### src/rtl/rf_writeback_scheduler.sv
`default_nettype none
// +----------------------------------------------------------------------------+
// | Module      : rf_writeback_scheduler                                       |
// | Description : Shares the single register-file write port between the       |
// |               in-order pipeline (source 0) and the multi-cycle unit         |
// |               (source 1). Tracks registers awaiting a source-1 result in a  |
// |               32-entry scoreboard and stalls dependent issue.               |
// | Revision    : 1.0 - initial release                                        |
// +----------------------------------------------------------------------------+
module rf_writeback_scheduler #(
  parameter int DATA_W       = 32,
  parameter int STARVE_LIMIT = 3
) (
  input  logic              clock_i,
  input  logic              rst_n_i,
  input  logic              issue_valid_i,
  input  logic [4:0]        issue_rs1_i,
  input  logic [4:0]        issue_rs2_i,
  input  logic [4:0]        issue_rd_i,
  input  logic              issue_long_i,
  output logic              issue_ready_o,
  input  logic              wb0_valid_i,
  input  logic [4:0]        wb0_addr_i,
  input  logic [DATA_W-1:0] wb0_data_i,
  output logic              wb0_ready_o,
  input  logic              wb1_valid_i,
  input  logic [4:0]        wb1_addr_i,
  input  logic [DATA_W-1:0] wb1_data_i,
  output logic              wb1_ready_o,
  output logic              rf_write_o,
  output logic [4:0]        rf_addr_o,
  output logic [DATA_W-1:0] rf_data_o,
  output logic [31:0]       busy_o
);

  localparam logic [2:0] c_starve_limit = 3'(STARVE_LIMIT);
  localparam logic [2:0] c_starve_max   = 3'd7;

  logic [31:0]       r_busy;
  logic [2:0]        r_starve_cnt;
  logic              r_last_src1;
  logic              r_rf_write;
  logic [4:0]        r_rf_addr;
  logic [DATA_W-1:0] r_rf_data;

  logic              w_src1_priority;
  logic              w_grant0;
  logic              w_grant1;
  logic              w_hazard;
  logic              w_issue_set;
  logic              w_commit_clear;
  logic [31:0]       w_busy_next;

  // Hazard detection: any operand or destination still waiting on source 1.
  // Bit 0 is masked so x0 can never stall issue.
  always_comb begin
    w_hazard = 1'b0;
    if (issue_rs1_i != 5'd0) w_hazard = w_hazard | r_busy[issue_rs1_i];
    if (issue_rs2_i != 5'd0) w_hazard = w_hazard | r_busy[issue_rs2_i];
    if (issue_rd_i  != 5'd0) w_hazard = w_hazard | r_busy[issue_rd_i];
  end

  assign issue_ready_o = !w_hazard;

  // Write-port arbitration: source 0 wins unless source 1 has been starved
  // long enough, in which case the priority flips for one grant.
  always_comb begin
    w_src1_priority = (r_starve_cnt == c_starve_limit);
    if (w_src1_priority) begin
      w_grant1 = wb1_valid_i;
      w_grant0 = wb0_valid_i & !wb1_valid_i;
    end else begin
      w_grant0 = wb0_valid_i;
      w_grant1 = wb1_valid_i & !wb0_valid_i;
    end
  end

  assign wb0_ready_o = w_grant0;
  assign wb1_ready_o = w_grant1;

  // Scoreboard next state: the commit clear is applied first and the issue set
  // second, so a legal source-1 write to a non-pending register cannot erase a
  // freshly issued long-latency destination with the same index.
  always_comb begin
    w_issue_set    = issue_valid_i & issue_ready_o & issue_long_i & (issue_rd_i != 5'd0);
    w_commit_clear = r_rf_write & r_last_src1;
    w_busy_next    = r_busy;
    if (w_commit_clear) w_busy_next[r_rf_addr] = 1'b0;
    if (w_issue_set)    w_busy_next[issue_rd_i] = 1'b1;
    w_busy_next[0] = 1'b0;
  end

  // Scoreboard register.
  always_ff @(posedge clock_i) begin
    if (!rst_n_i) begin
      r_busy <= 32'd0;
    end else begin
      r_busy <= w_busy_next;
    end
  end

  // Starvation counter: counts consecutive denied source-1 requests, saturating.
  always_ff @(posedge clock_i) begin
    if (!rst_n_i) begin
      r_starve_cnt <= 3'd0;
    end else if (wb1_valid_i && !w_grant1) begin
      if (r_starve_cnt != c_starve_max) r_starve_cnt <= r_starve_cnt + 3'd1;
    end else begin
      r_starve_cnt <= 3'd0;
    end
  end

  // One-cycle write pipeline; address/data hold when nothing is granted.
  always_ff @(posedge clock_i) begin
    if (!rst_n_i) begin
      r_rf_write  <= 1'b0;
      r_rf_addr   <= 5'd0;
      r_rf_data   <= '0;
      r_last_src1 <= 1'b0;
    end else if (w_grant1) begin
      r_rf_write  <= (wb1_addr_i != 5'd0);
      r_rf_addr   <= wb1_addr_i;
      r_rf_data   <= wb1_data_i;
      r_last_src1 <= 1'b1;
    end else if (w_grant0) begin
      r_rf_write  <= (wb0_addr_i != 5'd0);
      r_rf_addr   <= wb0_addr_i;
      r_rf_data   <= wb0_data_i;
      r_last_src1 <= 1'b0;
    end else begin
      r_rf_write  <= 1'b0;
    end
  end

  assign rf_write_o = r_rf_write;
  assign rf_addr_o  = r_rf_addr;
  assign rf_data_o  = r_rf_data;
  assign busy_o     = r_busy;

`ifndef SYNTHESIS
  // A pending register must never be both committed and re-issued at one edge.
  always @(posedge clock_i) begin
    if (rst_n_i && w_issue_set && w_commit_clear && (r_rf_addr == issue_rd_i)) begin
      assert (!r_busy[issue_rd_i])
        else $error("scoreboard set/clear collision on x%0d", issue_rd_i);
    end
  end
`endif

endmodule
`default_nettype wire

### config.mk
export PLATFORM = sky130hd
export DESIGN_NAME = rf_writeback_scheduler
export DESIGN_NICKNAME = d
export VERILOG_FILES = /design/src/rtl/rf_writeback_scheduler.sv
export SDC_FILE = /design/constraint.sdc
export NUM_CORES = 1
export LEC_CHECK = 0
export ABC_AREA = 1
export CORE_MARGIN = 5
export CORE_UTILIZATION = 49
export DETAILED_ROUTE_END_ITERATION = 10
export PLACE_DENSITY = 0.91
export SYNTH_ARGS = -nofsm -noshare
export SYNTH_HDL_FRONTEND = slang
export SYNTH_SLANG_ARGS = --single-unit
### constraint.sdc
create_clock -name clock_i -period 4.7 [get_ports clock_i]
set_input_delay 0.47 -clock clock_i [delete_from_list [all_inputs] [get_ports clock_i]]
set_output_delay 0.47 -clock clock_i [all_outputs]
set_load 0.02 [all_outputs]
==> impl_metrics.env, run 1 <==
export IMPL_fin_setup_tns_ns=0
export IMPL_critPathKind="input port to output pin"
export IMPL_p_leak_nw=2.74
export IMPL_crit_chain="clkdlybuf4s50_1 -> inv_2 -> nand2_1 -> nand3_1 -> nand2_1 -> nand2_1 -> nand2_1 -> inv_1 -> nand2_1 -> nand2_1 -> nand2_1 -> nor3_1 -> clkdlybuf4s50_1"
export IMPL_grt_pass1_wl_um=25600
export IMPL_insertion_delay_ns=0.35
export IMPL_layout_drive_gt1_share_pct=3.54
export IMPL_dp_hpwl_um=11600
export IMPL_arrival_ns=2.99
export IMPL_cts_path_max_buffers=2
export IMPL_outcome="completed"
export IMPL_ys_ff_latch=73
export IMPL_finClkSkew_ns=0.00941
export IMPL_ys_seq_area_share_pct=32.5
export IMPL_die_h_um=106
export IMPL_ir_drop_v=0.000175
export IMPL_grt_usage_pct=28.2
export IMPL_finalWirelength_um=16000
export IMPL_via_count=5495
export IMPL_max_cap_violations=0
export IMPL_cts_buffers=9
export IMPL_cpPeakStageDelay_ns=0.72
export IMPL_ios=168
export IMPL_power_density_mw_per_mm2=245
export IMPL_ys_warn_count=0
export IMPL_start_util_pct=49.4
export IMPL_maxSlewViolCount=0
export IMPL_hold_path_depth=2
export IMPL_synthCells=732
export IMPL_gp_congestion=1.00
export IMPL_startpoint_type="input port"
export IMPL_fin_crit_ns=3.46
export IMPL_drtAntennaViolNets=0
export IMPL_crit_top_cell="nand2_1"
export IMPL_firstDrtPassIters=7
export IMPL_grt_max_degree=64
export IMPL_hold_class="flip-flop to flip-flop"
export IMPL_hold_viol=0
export IMPL_avgSynthCellArea_um2=6.15
export IMPL_post_route_util_pct=69.5
export IMPL_antenna_found_initial=0
export IMPL_worst_slew_pin_slew_ns=1.00
export IMPL_cts_resized=0
export IMPL_die_area_mm2=0.0112
export IMPL_synth_top_cell_area_share_pct=32.5
export IMPL_htreeDepth=3
export IMPL_grt_pass1_vias=5156
export IMPL_syn_nets=830
export IMPL_clock_sinks=73
export IMPL_die_w_um=106
export IMPL_max_slew_margin_pct=33.0
export IMPL_cts_tree="done"
export IMPL_syn_area_mm2=0.00450
export IMPL_portBuffers=166
export IMPL_cp_end_kind="output pin"
export IMPL_fin_crit_sh_pct=73.5
export IMPL_clock_root_buffer="clkbuf_8"
export IMPL_synth_cell_types=28
export IMPL_grt_ovfl_total=0
export IMPL_diodes=0
export IMPL_cts_hold_buffers=0
export IMPL_setup_viol=0
export IMPL_critical_path_peak_fanout=18
export IMPL_required_ns=4.23
export IMPL_clk_pin_slew_ns=0.08
export IMPL_finish_net_count=969
export IMPL_core_area_mm2=0.00911
export IMPL_post_cts_buffers=0
export IMPL_synth_area_leaders="dfxtp_1 32%, nand2_1 17%, nand3_1 9.2%"
export IMPL_rsz0062_at_grt="no"
export IMPL_via_per_inst=5.57
export IMPL_drcViolationCount=0
export IMPL_synth_top_cell_by_area="dfxtp_1"
export IMPL_std_cell_rows=35
export IMPL_slowest_stage="clkdlybuf4s50_1"
export IMPL_worst_r2r_cell_count=11
export IMPL_first_iter_violations=424
export IMPL_fmax_mhz=289
export IMPL_routedWlPerCell_um=16.2
export IMPL_area_delta_synth_final_pct=40.5
report_power, final:
| part | total [mW] | switching [mW] | internal (mW) |
|---|---|---|---|
| registers | 0.669 | 0.0221 | 0.647 |
| clock network | 0.509 | 0.259 | 0.249 |
| logic | 0.373 | 0.205 | 0.168 |
| total | 1.55 | 0.486 | 1.06 |
metrics by stage:
stage / worst slack [ns] / area (um^2) / power, mW / hold WS [ns] / cells
after floorplan: 2.42 / 4500 / 0.877 / 0.468 / 732
after detailed placement: 1.28 / 6130 / 1.05 / 0.481 / 971
final: 1.24 / 6330 / 1.55 / 0.505 / 987
after global routing: 1.01 / 6330 / 1.61 / 0.527 / 987
after CTS: 1.26 / 6330 / 1.55 / 0.504 / 987
after global placement: 1.27 / 6130 / 1.05 / 0.479 / 971
sequential cells by signal, indices dropped and copies added, names as in the netlist:
| register | flops |
|---|---|
| rf_data_o | 32 |
| busy_o | 31 |
| rf_addr_o | 5 |
| r_starve_cnt | 3 |
| r_last_src1 | 1 |
| rf_write_o | 1 |
per-layer routing:
layer | wire length [um] | GRT usage (%)
met5 | 0 | 0
met4 | 507 | 9.07
met3 | 1950 | 10.3
met2 | 7310 | 46.8
met1 | 6210 | 33.8
critical path, delay by kind of cell:
kind / cells / cell delay (ns)
buf+inv: 4 / 1.75
simple gates: 9 / 0.75
cells in the mapped netlist (all sizes together):
master  instances
nand3          83
o21ai          39
ha              3
buf            21
a21boi          1
xor2            1
dfxtp          73
nor3            9
o211ai         39
a21oi          38
or4             1
nand2         209
mux2i           1
nor2           56
nand4          35
inv            98
conb            1
clkbuf         20
a31oi           3
o41ai           1
layout by cell type (no fill, tap or decap), types with 2 or more instances in the layout:
master	Yosys	layout
nand2_2	2	2
a21oi_1	38	38
inv_6	0	2
inv_1	92	91
nand4_1	35	35
buf_4	2	3
a31oi_1	3	3
clkdlybuf4s50_1	0	166
inv_2	6	7
nand2_1	207	207
ha_1	3	3
nand3_1	83	83
clkbuf_8	0	9
dfxtp_1	73	73
nor3_1	9	9
o211ai_1	39	39
clkinvlp_4	0	3
nor2_1	54	54
o21ai_0	37	37
final cells by class:
class	instances	area, um^2
clock inverter	7	78.8
multi-input combinational	520	2470
inverter	98	368
tap	111	139
sequential	73	1460
fill	744	2780
clock buffer	9	124
timing repair buffer	169	1680
cell families after synthesis:
group / share of synthesized area, %
compound gates: 15.8
other cells: 0.0833
flops: 32.5
xor+xnor: 0.195
buf+inv: 12.7
fa+ha+maj: 0.834
simple gates: 37.7
mux: 0.222
path summary, 6_finish.rpt:
kind	start	endpoint	slack, ns
max reg2reg	busy_o[31]	busy_o[25]	2.47
min reg2reg	rf_data_o[10]	rf_data_o[10]	0.50
min	rf_data_o[10]	rf_data_o[10]	0.50
max	issue_rs2_i[0]	issue_ready_o	1.24
No activity file was read; power rests on OpenSTA's default activity.
==> run 2, diff against run 1 <==
- CORE_UTILIZATION: 49 -> 45
- PLACE_DENSITY: 0.91 -> 0.85
- clock period: 4.7 -> 3.6 ns (I/O delays scaled with it)
==> run 2 against run 1 <==
- combinational power grew 32%
- hold slack barely moved
- global-route usage fell by 2.9 points
- final cell count grew 2.8%
- clock power is 24% higher
==> impl_metrics.env, run 2 (same netlist as run 1, synthesis figures left out) <==
export IMPL_drcViolationCount=0
export IMPL_cts_tree="done"
export IMPL_firstDrtPassIters=5
export IMPL_largest_register_ffs=32
export IMPL_dp_cells=999
export IMPL_max_cap_violations=0
export IMPL_ir_drop_v=0.000204
export IMPL_clock_sinks=73
export IMPL_netSwitchingPower_uw=653
export IMPL_final_cells=1015
export IMPL_power_density_mw_per_mm2=312
export IMPL_diodes=0
export IMPL_start_util_pct=46.1
export IMPL_portBuffers=166
export IMPL_arrival_ns=2.82
export IMPL_finClkSkew_ns=0.0137
export IMPL_die_w_um=110
export IMPL_via_per_inst=5.23
export IMPL_required_ns=3.24
export IMPL_area_delta_synth_final_pct=42.2
export IMPL_antenna_found_initial=0
export IMPL_insertion_delay_ns=0.36
export IMPL_max_slew_margin_pct=35.2
export IMPL_cts_path_max_buffers=2
export IMPL_internal_power_mw=1.34
export IMPL_comb_power_share_pct=24.6
export IMPL_layout_common_cells="207 x nand2_1, 166 x clkdlybuf4s50_1, 91 x inv_1, 83 x nand3_1, 73 x dfxtp_1"
export IMPL_cp_end_kind="output pin"
export IMPL_p_leak_nw=2.78
export IMPL_fillers=904
export IMPL_first_iter_violations=563
export IMPL_startpoint_type="input port"
export IMPL_hold_class="flip-flop to flip-flop"
export IMPL_gp_congestion=0.964
export IMPL_grt_ovfl_total=0
export IMPL_setup_viol=0
export IMPL_std_cell_rows=36
export IMPL_cts_hold_buffers=0
export IMPL_post_route_util_pct=65.5
export IMPL_fin_crit_sh_pct=88.4
export IMPL_grt_usage_pct=25.3
export IMPL_worst_slew_pin_slew_ns=0.970
export IMPL_via_count=5313
export IMPL_worst_slack_ns=0.419
export IMPL_grt_max_degree=40
export IMPL_critical_path_peak_fanout=9
export IMPL_dp_hpwl_um=11900
export IMPL_grt_pass1_vias=4958
export IMPL_finalWirelength_um=15500
export IMPL_hold_viol=0
export IMPL_die_h_um=110
export IMPL_drtAntennaViolNets=0
export IMPL_grt_pass1_wl_um=24100
export IMPL_clock_root_buffer="clkbuf_8"
export IMPL_fmax_mhz=314
export IMPL_final_common_cell="nand2_1"
export IMPL_htreeDepth=3
export IMPL_clk_pin_slew_ns=0.09
export IMPL_die_area_mm2=0.0121
export IMPL_cts_resized=0
export IMPL_cts_buffers=9
export IMPL_fin_crit_ns=3.18
export IMPL_critPathKind="input port to output pin"
export IMPL_routedWlPerCell_um=15.3
export IMPL_fin_setup_tns_ns=0
export IMPL_layout_drive_gt1_share_pct=4.20
export IMPL_place_ws_ns=0.423
export IMPL_post_cts_buffers=0
export IMPL_outcome="completed"
export IMPL_swShare_pct=32.7
export IMPL_pwr_share_seq_pct=43.8
export IMPL_ios=168
export IMPL_clkPwrFrac_pct=31.6
export IMPL_core_area_mm2=0.00977
export IMPL_finish_net_count=975
export IMPL_maxSlewViolCount=0
export IMPL_rsz0062_at_grt="no"
export IMPL_hold_ws_ns=0.504
run 2: power by group through the flow:
stage	sequential (mW)	combinational, mW	clock (mW)
global placement	0.891	0.485	0
detailed placement	0.890	0.490	0
CTS	0.874	0.491	0.639
global route	0.879	0.534	0.676
floorplan	0.930	0.214	0
finish	0.874	0.491	0.630
run 2: area by class of cell:
cell class | instances | area (um^2) | share of cell area [%]
Multi-Input combinational cell | 520 | 2470 | 38.6
Timing Repair Buffer | 175 | 1740 | 27.2
Sequential cell | 73 | 1460 | 22.8
Inverter | 98 | 368 | 5.75
Clock buffer | 9 | 124 | 1.94
Clock inverter | 7 | 66.3 | 1.04
Tap cell | 133 | 166 | 2.60
run 2: per-stage QoR:
stage,power (mW),instance area (um^2)
final,2.00,6400
after global routing,2.09,6400
after CTS,2.00,6400
after detailed placement,1.38,6210
after global placement,1.38,6210
after floorplan,1.14,4500
run 2: critical path, cell delays in order:
cell and delay (ns):
clkdlybuf4s50_1 0.68, nor2_1 0.16, inv_2 0.18, nor2_1 0.06
nor2_1 0.08, nand2_1 0.05, nand2_1 0.06, nand2_1 0.05
nor2_1 0.09, nand2_1 0.10, nor3_1 0.27, clkdlybuf4s50_1 0.65
run 2: final timing paths:
check,startpoint,end,slack [ns],cells after the start
setup / recovery,issue_rd_i[0],issue_ready_o,0.42,12
hold / removal,rf_data_o[19],rf_data_o[19],0.50,2
setup reg to reg,busy_o[19],busy_o[17],1.57,11
hold reg to reg,rf_data_o[19],rf_data_o[19],0.50,2
run 2: layer usage:
metal  GRT usage, %  vias to the layer above  routed length, um
met2           41.9                      260               6970
met4           7.75                        0                281
li1               -                     2713                  -
met5              0                        -                  0
met3           8.10                       31               1930
met1           31.3                     2309               6340
==> run 3, diff against run 2 <==
- CTS_CLUSTER_DIAMETER: unset -> 40
==> results of run 3 <==
Final layout, timing and power as in run 2 (identical DEF).
